**src/rtl/mem_port_arbiter_if.sv**
```systemverilog
// Two-lane load/store request bus plus the single data-memory port it is arbitrated onto.
// The master side belongs to the requesters and the memory; the slave side belongs to the arbiter.
interface mem_port_arbiter_if;
  logic        req0;
  logic        req1;
  logic        st0;
  logic        st1;
  logic [4:0]  addr0;
  logic [4:0]  addr1;
  logic [15:0] wdata0;
  logic [15:0] wdata1;
  logic [2:0]  tag0;
  logic [2:0]  tag1;
  logic        gnt0;
  logic        gnt1;
  logic        done0;
  logic        done1;
  logic [15:0] ld_data;
  logic [18:0] rd_val;
  logic        mem_en;
  logic        mem_we;
  logic [4:0]  mem_addr;
  logic [15:0] mem_wdata;
  logic [15:0] mem_rdata;
  logic        busy;

  modport master (
    output req0, req1, st0, st1, addr0, addr1, wdata0, wdata1, tag0, tag1, mem_rdata,
    input  gnt0, gnt1, done0, done1, ld_data, rd_val, mem_en, mem_we, mem_addr,
           mem_wdata, busy
  );

  modport slave (
    input  req0, req1, st0, st1, addr0, addr1, wdata0, wdata1, tag0, tag1, mem_rdata,
    output gnt0, gnt1, done0, done1, ld_data, rd_val, mem_en, mem_we, mem_addr,
           mem_wdata, busy
  );
endinterface

```
**src/rtl/mem_port_arbiter.sv**
```systemverilog
// Round-robin arbiter putting two load/store lanes onto one 32x16 synchronous-read memory port.
// Stores complete in one cycle; loads spend one cycle in LD_WAIT for the read data.
//
//   state   | meaning
//   IDLE    | grants allowed; a store grant stays here, a load grant moves to LD_WAIT
//   LD_WAIT | read data in flight; no grants; capture data and tag, pulse done, back to IDLE
module mem_port_arbiter (
  input  logic               clk,
  input  logic               rst_n,
  mem_port_arbiter_if.slave  bus
);

  typedef enum logic {
    IDLE    = 1'b0,
    LD_WAIT = 1'b1
  } state_t;

  state_t      state_q;
  state_t      state_d;
  logic        ptr_q;
  logic        ptr_d;
  logic        conflict;
  logic        gnt_any;
  logic        sel1;
  logic        g_st;
  logic [4:0]  g_addr;
  logic [15:0] g_wdata;
  logic [2:0]  g_tag;
  logic        pend_lane_q;
  logic [2:0]  pend_tag_q;
  logic        done0_q;
  logic        done1_q;
  logic [15:0] ld_data_q;
  logic [2:0]  rd_tag_q;

  always_comb begin
    state_d  = state_q;
    ptr_d    = ptr_q;
    gnt_any  = 1'b0;
    sel1     = 1'b0;
    // A store and another access to the same word keep program order: lane 0 goes first.
    conflict = bus.req0 & bus.req1 & (bus.addr0 == bus.addr1) & (bus.st0 | bus.st1);

    if (rst_n && (state_q == IDLE)) begin
      if (bus.req0 && bus.req1) begin
        gnt_any = 1'b1;
        sel1    = conflict ? 1'b0 : ptr_q;
      end else if (bus.req0 || bus.req1) begin
        gnt_any = 1'b1;
        sel1    = bus.req1;
      end
    end

    g_st    = sel1 ? bus.st1    : bus.st0;
    g_addr  = sel1 ? bus.addr1  : bus.addr0;
    g_wdata = sel1 ? bus.wdata1 : bus.wdata0;
    g_tag   = sel1 ? bus.tag1   : bus.tag0;

    if (gnt_any) begin
      ptr_d = ~sel1;
      if (!g_st) begin
        state_d = LD_WAIT;
      end
    end

    if (state_q == LD_WAIT) begin
      state_d = IDLE;
    end
  end

  always_ff @(posedge clk) begin
    if (!rst_n) begin
      state_q     <= IDLE;
      ptr_q       <= 1'b0;
      pend_lane_q <= 1'b0;
      pend_tag_q  <= 3'd0;
      done0_q     <= 1'b0;
      done1_q     <= 1'b0;
      ld_data_q   <= 16'd0;
      rd_tag_q    <= 3'd0;
    end else begin
      state_q <= state_d;
      ptr_q   <= ptr_d;
      done0_q <= gnt_any & g_st & ~sel1;
      done1_q <= gnt_any & g_st & sel1;
      if (gnt_any && !g_st) begin
        pend_lane_q <= sel1;
        pend_tag_q  <= g_tag;
      end
      // No grant is possible in LD_WAIT, so the load's done cannot collide with a store's.
      if (state_q == LD_WAIT) begin
        ld_data_q <= bus.mem_rdata;
        rd_tag_q  <= pend_tag_q;
        done0_q   <= ~pend_lane_q;
        done1_q   <= pend_lane_q;
      end
    end
  end

  assign bus.gnt0      = gnt_any & ~sel1;
  assign bus.gnt1      = gnt_any & sel1;
  assign bus.mem_en    = gnt_any;
  assign bus.mem_we    = gnt_any & g_st;
  assign bus.mem_addr  = gnt_any ? g_addr : 5'd0;
  assign bus.mem_wdata = (gnt_any && g_st) ? g_wdata : 16'd0;
  assign bus.done0     = done0_q;
  assign bus.done1     = done1_q;
  assign bus.ld_data   = ld_data_q;
  assign bus.rd_val    = {ld_data_q, rd_tag_q};
  assign bus.busy      = (state_q == LD_WAIT);

endmodule

```
**src/flat_wrapper.sv**
```systemverilog
// flat-port wrapper written by rule: the top's interface ports become plain ports
module mem_port_arbiter_flat 
  (clk, rst_n, bus_req0, bus_req1, bus_st0, bus_st1, bus_addr0, bus_addr1, bus_wdata0, bus_wdata1, bus_tag0, bus_tag1, bus_mem_rdata, bus_gnt0, bus_gnt1, bus_done0, bus_done1, bus_ld_data, bus_rd_val, bus_mem_en, bus_mem_we, bus_mem_addr, bus_mem_wdata, bus_busy);
  mem_port_arbiter_if bus_i ();
  input  logic clk;
  input  logic rst_n;
  input wire logic [$bits(bus_i.req0)-1:0] bus_req0;
  input wire logic [$bits(bus_i.req1)-1:0] bus_req1;
  input wire logic [$bits(bus_i.st0)-1:0] bus_st0;
  input wire logic [$bits(bus_i.st1)-1:0] bus_st1;
  input wire logic [$bits(bus_i.addr0)-1:0] bus_addr0;
  input wire logic [$bits(bus_i.addr1)-1:0] bus_addr1;
  input wire logic [$bits(bus_i.wdata0)-1:0] bus_wdata0;
  input wire logic [$bits(bus_i.wdata1)-1:0] bus_wdata1;
  input wire logic [$bits(bus_i.tag0)-1:0] bus_tag0;
  input wire logic [$bits(bus_i.tag1)-1:0] bus_tag1;
  input wire logic [$bits(bus_i.mem_rdata)-1:0] bus_mem_rdata;
  output wire logic [$bits(bus_i.gnt0)-1:0] bus_gnt0;
  output wire logic [$bits(bus_i.gnt1)-1:0] bus_gnt1;
  output wire logic [$bits(bus_i.done0)-1:0] bus_done0;
  output wire logic [$bits(bus_i.done1)-1:0] bus_done1;
  output wire logic [$bits(bus_i.ld_data)-1:0] bus_ld_data;
  output wire logic [$bits(bus_i.rd_val)-1:0] bus_rd_val;
  output wire logic [$bits(bus_i.mem_en)-1:0] bus_mem_en;
  output wire logic [$bits(bus_i.mem_we)-1:0] bus_mem_we;
  output wire logic [$bits(bus_i.mem_addr)-1:0] bus_mem_addr;
  output wire logic [$bits(bus_i.mem_wdata)-1:0] bus_mem_wdata;
  output wire logic [$bits(bus_i.busy)-1:0] bus_busy;
  assign bus_i.req0 = bus_req0;
  assign bus_i.req1 = bus_req1;
  assign bus_i.st0 = bus_st0;
  assign bus_i.st1 = bus_st1;
  assign bus_i.addr0 = bus_addr0;
  assign bus_i.addr1 = bus_addr1;
  assign bus_i.wdata0 = bus_wdata0;
  assign bus_i.wdata1 = bus_wdata1;
  assign bus_i.tag0 = bus_tag0;
  assign bus_i.tag1 = bus_tag1;
  assign bus_i.mem_rdata = bus_mem_rdata;
  assign bus_gnt0 = bus_i.gnt0;
  assign bus_gnt1 = bus_i.gnt1;
  assign bus_done0 = bus_i.done0;
  assign bus_done1 = bus_i.done1;
  assign bus_ld_data = bus_i.ld_data;
  assign bus_rd_val = bus_i.rd_val;
  assign bus_mem_en = bus_i.mem_en;
  assign bus_mem_we = bus_i.mem_we;
  assign bus_mem_addr = bus_i.mem_addr;
  assign bus_mem_wdata = bus_i.mem_wdata;
  assign bus_busy = bus_i.busy;
  mem_port_arbiter u_core (.clk(clk), .rst_n(rst_n), .bus(bus_i));
endmodule
```
**config.mk**
```make
export PLATFORM = sky130hd
export DESIGN_NAME = mem_port_arbiter_flat
export DESIGN_NICKNAME = d
export VERILOG_FILES = /design/src/rtl/mem_port_arbiter_if.sv /design/src/rtl/mem_port_arbiter.sv /design/src/flat_wrapper.sv
export SDC_FILE = /design/constraint.sdc
export NUM_CORES = 1
export LEC_CHECK = 0
export ABC_AREA = 1
export ABC_CLOCK_PERIOD_IN_PS = 1180
export BUFFER_PORTS_ARGS = -buffer_cell sky130_fd_sc_hd__clkbuf_2
export CAP_MARGIN = 30
export CORE_UTILIZATION = 35
export CTS_BUF_LIST = sky130_fd_sc_hd__clkbuf_8 sky130_fd_sc_hd__clkbuf_16
export DETAILED_ROUTE_END_ITERATION = 10
export GPL_TIMING_DRIVEN = 0
export HOLD_SLACK_MARGIN = 0.05
export PLACE_DENSITY = 0.79
export SLEW_MARGIN = 20
export SYNTH_ARGS = -nofsm -noshare
export SYNTH_HDL_FRONTEND = slang
export SYNTH_SLANG_ARGS = --single-unit
```
**constraint.sdc**
```tcl
create_clock -name clk -period 1.18 [get_ports clk]
set_input_delay 0.059 -clock clk [delete_from_list [all_inputs] [get_ports clk]]
set_output_delay 0.059 -clock clk [all_outputs]
set_load 0.005 [all_outputs]
```
### Word-level counts from Yosys, hierarchy flattened

Cells that the tools add are included.

* $add $sub $neg: 0
* $mul: 0
* div/mod/pow operators: 0
* magnitude comparators: 0
* equal/unequal tests: 1
* shift operators: 0
* muxes and demuxes: 16
* bitwise gates (word level): 14
* reductions and logical operators: 7

Operator list (number)
* two-way mux 16 bit: 2
* two-way mux 1 bit: 11
* two-way mux 5 bit: 2
* AND 1 bit: 8
* == test 5 bit: 1
* inverter 1 bit: 5
* logical AND 1 bit: 4
* two-way mux 3 bit: 1
* OR reduction 3 bit: 1
* zero test 1 bit: 1
* logical OR 1 bit: 1
* bitwise OR 1 bit: 1

* register bits after elaboration: 27
* bits in latches: 0
* bits in writable memories: 0
* ROM bits: 0
* input bits: 70
* output and inout port bits: 63
* logic and storage cells: 46
* memories kept: 0

### Logic depth before layout (Yosys ltp)

Gate-level depths: netlist of the first run.

* word-level depth: 10
* gate-level depth with buffers: 15
* depth with buffers taken out: 13

### Least setup slack after synthesis of the first run

No wires, ideal clock.

* path kind: reg2out
* start point: register u_core.state_q (netlist: u_core.bus.busy)
* end point: output bus_mem_wdata[13]
* arrival: 1.219 ns
* required time: 1.121 ns
* path slack: -0.098 ns
* cell stages (with the launch flop): 7
* path buffers: 1
* cells stage by stage: dfxtp_1 nor2_1 o21ai_0 inv_1 nand3_2 buf_6 o21ai_1

* elaborated cells between the ends (all ways): 8
* classes of those cells: mux: 5; bitwise: 1; reduce/logical: 2

RTL lines
* start, declared: RTL line mem_port_arbiter.sv:18 `state_t state_q;`
* start signal, assigned: RTL line mem_port_arbiter.sv:82 `state_q <= state_d;`
* inverter 1 bit: RTL line mem_port_arbiter.sv:44 `if (rst_n && (state_q == IDLE)) begin`
* logical AND 1 bit: RTL line mem_port_arbiter.sv:44
* two-way mux 1 bit: RTL line mem_port_arbiter.sv:44
* net bus_mem_en: RTL line flat_wrapper.sv:24 `output wire logic [$bits(bus_i.mem_en)-1:0] bus_mem_en;`
* logical AND 1 bit: RTL line mem_port_arbiter.sv:105 `assign bus.mem_wdata = (gnt_any && g_st) ? g_wdata : 16'd0;`
* two-way mux 16 bit: RTL line mem_port_arbiter.sv:105
* end, declared: RTL line flat_wrapper.sv:27 `output wire logic [$bits(bus_i.mem_wdata)-1:0] bus_mem_wdata;`

The timed path passes the listed nets, and every way through them passes these cells.

### Final worst setup path of the first run

* start point: register u_core.state_q (netlist: u_core.bus.busy)
* end point: output bus_mem_wdata[15]

* word-level cells in the longest chain between the ends: 6
* elaborated cells between the ends (all ways): 8
* classes of those cells: mux: 5; bitwise: 1; reduce/logical: 2

Ends and longest elaborated chain
* inverter 1 bit *: RTL line mem_port_arbiter.sv:44
* logical AND 1 bit *: RTL line mem_port_arbiter.sv:44
* two-way mux 1 bit: RTL line mem_port_arbiter.sv:44
* two-way mux 1 bit: RTL line mem_port_arbiter.sv:54 `g_st = sel1 ? bus.st1 : bus.st0;`
* logical AND 1 bit: RTL line mem_port_arbiter.sv:105
* two-way mux 16 bit *: RTL line mem_port_arbiter.sv:105

Mark *: on every way between the ends. The rest lies on a longest branch, timed or not.

==> impl_results.md, run 1 <==
- VDD IR-drop max: approximately 500 uV
- Ranking of synthesized cells by area: dfxtp_1 (33%), nor2_1 (10%), o21ai_0 (8.7%)
- Root Driver: clkbuf_8
- Hold Path End: u_core.rd_tag_q[1]
- Clock network fraction of total power: between 20% and 30%
- Met3 wire length: between 200 and 250 um
- N_diodes: 0
- Max Cap Viol: 0
- Tcrit/Tclk final: 128.7%
- Startpoint types: flop
- Fin crit period: 1.519 ns
- Hold Path Origin: rst_n
- DIE HEIGHT: 70.02 um
- Switching share of power: approximately 30%
- Layout area overhead: 74.65%
- Post-synthesis sequential area ratio: between 30% and 40%
- Sum of negative setup slack: -8.581 ns
- Most frequent cells in the layout: clkbuf_2 (123), nor2_1 (43), nand2_1 (33)
- Rows: 24
- Worst-path fanout max: 7
- H-tree levels: 1
- Final #Nets: ~480
- Slew @ Worst Pin: ~0.45 ns
- Highest Signal Layer: met4
- Failing checks: negative setup slack
- Synth Instances: roughly 240
- CTS tree: done
- Count of cell types in the netlist: 24
- Peak Freq: ~660 MHz
- NetSw: 700.8 uW
- Starting Density: between 30 and 40%
- Metal-1 WL: just under 2000 um
- Syn nets: 314
- PortBufs: between 100 and 150
- Reg power frac: a little over two fifths
- Final setup vio count: 31
- Gr ovfl total: 0
- Synth top area share: 33.38%
- Yosys warnings: 0
- Worst-Skew Late Latency: 0.26 ns
- Mapped Area: approximately 0.0016 mm^2
- Layout cells sized above 1: 51.72%
- Sink Count: 27
- Worst-path clk slew: about 0.090 ns
- Combinational share of power: 36.2%
- Met2 layer wire length in the routed design: roughly 2800 um
- Clock Skew: about 0.0050 ns
- Cell-internal power: 1674 uW
- Initial DRC Count: 92
- IO Count: approximately 130
- Core area: 0.004414 mm^2
- Synth Area per Inst: roughly 6.6 um^2
- LEAKAGE: approximately 0.0016 uW
- Final GP Congestion: 0.7422
- Place WS: -0.2320 ns
- Pwr dens: around 840 mW/mm^2
- ANT nets after route: 0
- Largest net degree at the start of global routing: 15
- Final HPWL DP: approximately 3600 um
- DRT Pass-1 Iters: 4
- Initial antenna violation count: 0
- Vias in the first global route: 1959
- Fillers: 400
- Critical R2R Launch: u_core.bus.busy
- Worst reg2reg path depth: 10
- Final wirelength: 5045 um
- First-pass GRT wire length: a little under 8000 um
- CTS Buffer Depth: 2
- Reg2Reg Capture Point: u_core.pend_tag_q[1]
- WP data required: approximately 1.1 ns
- RSZ-0062 raised after global routing: true
- Commonest non-fill, non-tap cell in the layout: clkbuf_2
- Hold Path Stages: 3
- Vias: 2086
- Worst min path class: in -> reg
- Setup WS post-layout: -0.3391 ns
- Reg2reg setup slack: -0.25 ns
- Total power: ~2400 uW
- DIE AREA: approximately 0.0049 mm^2
- Seq cells post-synth: 27
- Arrival time worst endpoint: 1.46 ns
- Hold Fails Final Rpt: 0
- Outcome: finished, violations left
- Tot GR Track Use: ~19%
- CP Capture Type: output port
- DR vias/cell: approximately 4.5
- WL/cell: between 10 and 15 um
- Rel. slew slack: 69.89%
- Cts bufs inserted: 3
- Leading area contributor after synthesis: dfxtp_1
- Residual DRC: 0
- Final Max Slew Viols: 0
- Kind of critical path: reg -> out
- Chip width: roughly 70 um
## registers in the layout, indices dropped and copies added, names as in the netlist
| register | flops |
|---|---|
| u_core.pend_lane_q | 1 |
| u_core.bus.busy | 1 |
| u_core.pend_tag_q | 3 |
| u_core.bus.done1 | 1 |
| u_core.ptr_q | 1 |
| u_core.rd_tag_q | 3 |
| u_core.bus.ld_data | 16 |
| u_core.bus.done0 | 1 |
## area by class of cell
class | instances | area, um^2 | area share [%]
timing repair buffer | 160 | 964.7 | 34.12
multi-input combinational | 154 | 847.1 | 29.96
sequential | 27 | 545.5 | 19.29
buffer | 27 | 212.7 | 7.522
inverter | 36 | 147.6 | 5.221
tap | 52 | 65.06 | 2.301
clock buffer | 3 | 41.29 | 1.460
clock inverter | 1 | 3.754 | 0.1327
## worst max-delay path, cell delays in order (launching register included)
cell and delay, ns:
dfxtp_4 0.37, nor2_4 0.03, and2_4 0.15, nand2_8 0.10, nand3_4 0.12, buf_6 0.17
o21ai_1 0.12, clkbuf_2 0.12
## synth_stat cells (all sizes together)
library cell	number
a21oi	8
and2	1
buf	24
clkbuf	3
clkinv	1
dfxtp	27
inv	35
nand2	40
nand3	20
nor2	44
o21ai	37
o22ai	4
## repair_timing
item | 4_1_cts | 5_1_grt
gates resized for setup | 28 | 31
pin swaps | 1 | 4
hold buffers | 16 | 0
setup endpoints to repair | 39 | 39
endpoints found under the hold margin | 16 | 0
setup buffers | 9 | 0
cloned | 3 | 1
## stage by stage
stage	hold WS, ns	area (um^2)	util, %	instances
floorplan	0.1933	1624	-	244
global placement	0.2824	2345	53.12	427
detailed placement	0.2900	2345	53.12	427
CTS	0.09928	2723	61.68	459
global route	0.1244	2828	64.06	460
finish	0.1112	2828	64.06	460
## logic make-up after synthesis
group | Yosys count | synth area share (%)
and+or+nand+nor | 105 | 28.59
DFF | 27 | 33.38
AOI/OAI and AO/OA | 49 | 17.54
buffers and inverters | 63 | 20.48
## layer usage
metal | vias up | track usage [%]
li1 | 1074 | -
met1 | 926 | 19.79
met2 | 76 | 40.28
met3 | 10 | 2.886
met4 | 0 | 4.444
met5 | - | 0
## how the worst max path moves through the flow
stage | startpoint | cells past startpoint | end
2_1_floorplan | u_core.bus.busy | 8 | u_core.pend_tag_q[0]
3_3_place_gp | bus_st0 | 13 | bus_mem_wdata[12]
4_1_cts | u_core.bus.busy | 7 | bus_mem_wdata[15]
3_5_place_dp | bus_st0 | 13 | bus_mem_wdata[12]
5_1_grt | bus_addr1[3] | 13 | bus_mem_wdata[2]
6_report | u_core.bus.busy | 7 | bus_mem_wdata[15]
## power groups by stage
stage / logic, uW / registers [uW] / clock network [uW]
6_report: 860 / 1030 / 488
5_1_grt: 945 / 1040 / 543
3_5_place_dp: 677 / 1050 / 0
4_1_cts: 807 / 1020 / 509
2_1_floorplan: 352 / 1050 / 0
3_3_place_gp: 663 / 1050 / 0
(Power assumes the default switching activity.)
==> run 2: changes to the inputs <==
--- a/config.mk
+++ b/config.mk
@@ -9,6 +9,7 @@
 export ABC_CLOCK_PERIOD_IN_PS = 1180
 export BUFFER_PORTS_ARGS = -buffer_cell sky130_fd_sc_hd__clkbuf_2
 export CAP_MARGIN = 30
+export CORE_ASPECT_RATIO = 1.2
 export CORE_UTILIZATION = 35
 export CTS_BUF_LIST = sky130_fd_sc_hd__clkbuf_8 sky130_fd_sc_hd__clkbuf_16
 export DETAILED_ROUTE_END_ITERATION = 10
==> impl_results.md, run 2 (synthesis results as in run 1) <==
- Commonest non-fill, non-tap cell in the layout: clkbuf_2
- Hold Fails Final Rpt: 0 (unchanged)
- Root Driver: clkbuf_8
- Residual DRC: 0 (unchanged)
- RSZ-0062 raised after global routing: true
- Vias: 2097 (+0.53%)
- Met2 layer wire length in the routed design: 2859 um (+2.3%)
- Place WS: -0.2294 ns (+0.002572 ns)
- Crit-path cells: nor2_4 -> and2_4 -> nand2_8 -> nand3_4 -> buf_6 -> o21ai_2 -> clkbuf_2
- Largest net degree at the start of global routing: 15 (unchanged)
- DRT Pass-1 Iters: 4 (unchanged)
- Tot GR Track Use: 19.93% (+0.52 points)
- Final #Nets: 479 (unchanged)
- ANT nets after route: 0 (unchanged)
- Failing checks: negative setup slack
- Kind of critical path: reg -> out
- Max Cap Viol: 0 (unchanged)
- Fin crit period: 1.543 ns (+0.02380 ns)
- Arrival time worst endpoint: 1.48 ns (+0.02 ns)
- Placed cell count: 431 (+0.94%)
- Startpoint types: flop
- Worst-Skew Late Latency: 0.27 ns (about the same)
- Final instance area: 0.002853 mm^2 (+0.89%)
- Initial antenna violation count: 0 (unchanged)
- H-tree levels: 1 (unchanged)
- WP data required: 1.12 ns (about the same)
- Crit path buf inv count: 2 (unchanged)
- DIE HEIGHT: 76.51 um (+9.3%)
- Metal-1 WL: 1918 um (-0.62%)
- Worst-path fanout max: 6 (-1)
- Placed inst area: 0.002350 mm^2 (+0.21%)
- Vias in the first global route: 1911 (-2.5%)
- Slew @ Worst Pin: 0.5494 ns (+0.09779 ns)
- Rel. slew slack: 63.37% (-6.5 points)
- DIE AREA: 0.004903 mm^2 (about the same)
- Delay-heaviest family, CP: simple AND/OR/NAND/NOR gates
- Rows: 26 (+8.3%)
- Outcome: finished, violations left
- Core area: 0.004359 mm^2 (-1.2%)
- Starting Density: 37.14% (+0.46 points)
- Final HPWL DP: 3639 um (+2.3%)
- PortBufs: 131 (unchanged)
- CTS tree: done
- Final GP Congestion: 0.7794 (+5.0%)
- CTS Buffer Depth: 2 (unchanged)
- Layout area overhead: 76.20%
- Tcrit/Tclk final: 130.8% (+2.0 points)
- Final setup vio count: 32 (+3.2%)
- Worst min path class: in -> reg
- Worst path slowest cell: dfxtp_4
- Layout cells sized above 1: 52.70% (+0.98 points)
- Chip width: 64.09 um (-8.5%)
- Cts bufs inserted: 3 (unchanged)
- IO Count: 133 (unchanged)
- Final Max Slew Viols: 0 (unchanged)
- Sum of negative setup slack: -8.559 ns (+0.02191 ns)
- DR vias/cell: 4.519 (-0.34%)
- Pwr dens: 841.6 mW/mm^2 (+0.22%)
- Final wirelength: 5181 um (+2.7%)
- Initial DRC Count: 32 (-65%)
- Slowest stage delay, CP: 0.37 ns (about the same)
- Gr ovfl total: 0 (unchanged)
- Non-filler instance count after layout: 464 (+0.87%)
- LEAKAGE: 0.001638 uW (-0.63%)
- VDD IR-drop max: 455.0 uV (-8.9%)
- CP Capture Type: output port
- Setup WS post-layout: -0.3629 ns (-0.02380 ns)
- First-pass GRT wire length: 7900 um (-0.35%)
- Met3 wire length: 356 um (+63%)
- WL/cell: 11.17 um (+1.8%)
- N_diodes: 0 (unchanged)
- Sink Count: 27 (unchanged)
- Clock Skew: 0.004731 ns (-0.0002436 ns)
- Highest Signal Layer: met4
- Most frequent cells in the layout: clkbuf_2 (121), nor2_1 (41), nand2_1 (32)
- Worst-path clk slew: 0.08 ns (about the same)
- Hold slack final: 0.1124 ns (+0.001218 ns)
- Peak Freq: 648.1 MHz (-1.5%)
- Largest register FFs: 16 (unchanged)
run 2: changes by cell type in the layout (fill, tap and decap cells not counted), sizes merged:
cell,previous run,this run
clkinv,0,1
clkbuf,128,125
inv,37,36
buf,46,49
run 2: worst min-delay path, cell delays in order:
cell	delay, ns
buf_6	0.11
inv_2	0.04
nand2_1	0.08
a21oi_2	0.05
run 2: layer usage:
layer | GRT usage (%) | vias up
met3 | 2.096 | 4
met2 | 40.74 | 99
li1 | - | 1080
met4 | 6.818 | 0
met1 | 19.82 | 914
met5 | 0 | -
run 2: repair_timing:
item | CTS | global route
buffers inserted | 6 | 5
gates resized for setup | 24 | 45
hold endpoints to repair | 16 | 0
hold buffers | 16 | 0
setup endpoints to repair | 41 | 44
pin swaps | 3 | 4
gates cloned | 1 | 2
run 2: through the flow:
| step | power, uW | utilization, % |
|---|---|---|
| 6_report | 2401 | 65.44 |
| 5_1_grt | 2552 | 65.44 |
| 4_1_cts | 2331 | 61.65 |
| 3_5_place_dp | 1728 | 53.90 |
| 3_3_place_gp | 1712 | 53.90 |
| 2_1_floorplan | 1401 | - |
run 2: area by class of cell:
cell class	instances	area (um^2)
Fill cell	408	1506
Timing Repair Buffer	161	977.2
Multi-Input combinational cell	154	862.1
Sequential cell	27	544.3
Buffer	26	210.2
Inverter	36	143.9
Tap cell	56	70.07
Clock buffer	3	41.29
Clock inverter	1	3.754
run 2: report_power, final:
part | switching [uW] | leakage, uW | internal, uW | total, uW
clock | 270 | 0.0000269 | 233 | 503
combinational | 408 | 0.00139 | 463 | 871
sequential | 44.1 | 0.000222 | 982 | 1030
total | 723 | 0.00164 | 1680 | 2400
run 2: final timing paths:
kind	startpoint	end	slack, ns	cells past startpoint
setup / recovery	u_core.bus.busy	bus_mem_wdata[2]	-0.36	7
hold / removal	bus_st1	u_core.pend_lane_q	0.11	4
setup reg to reg	u_core.bus.busy	u_core.bus.done0	-0.18	8
hold reg to reg	u_core.pend_tag_q[2]	u_core.rd_tag_q[2]	0.47	2
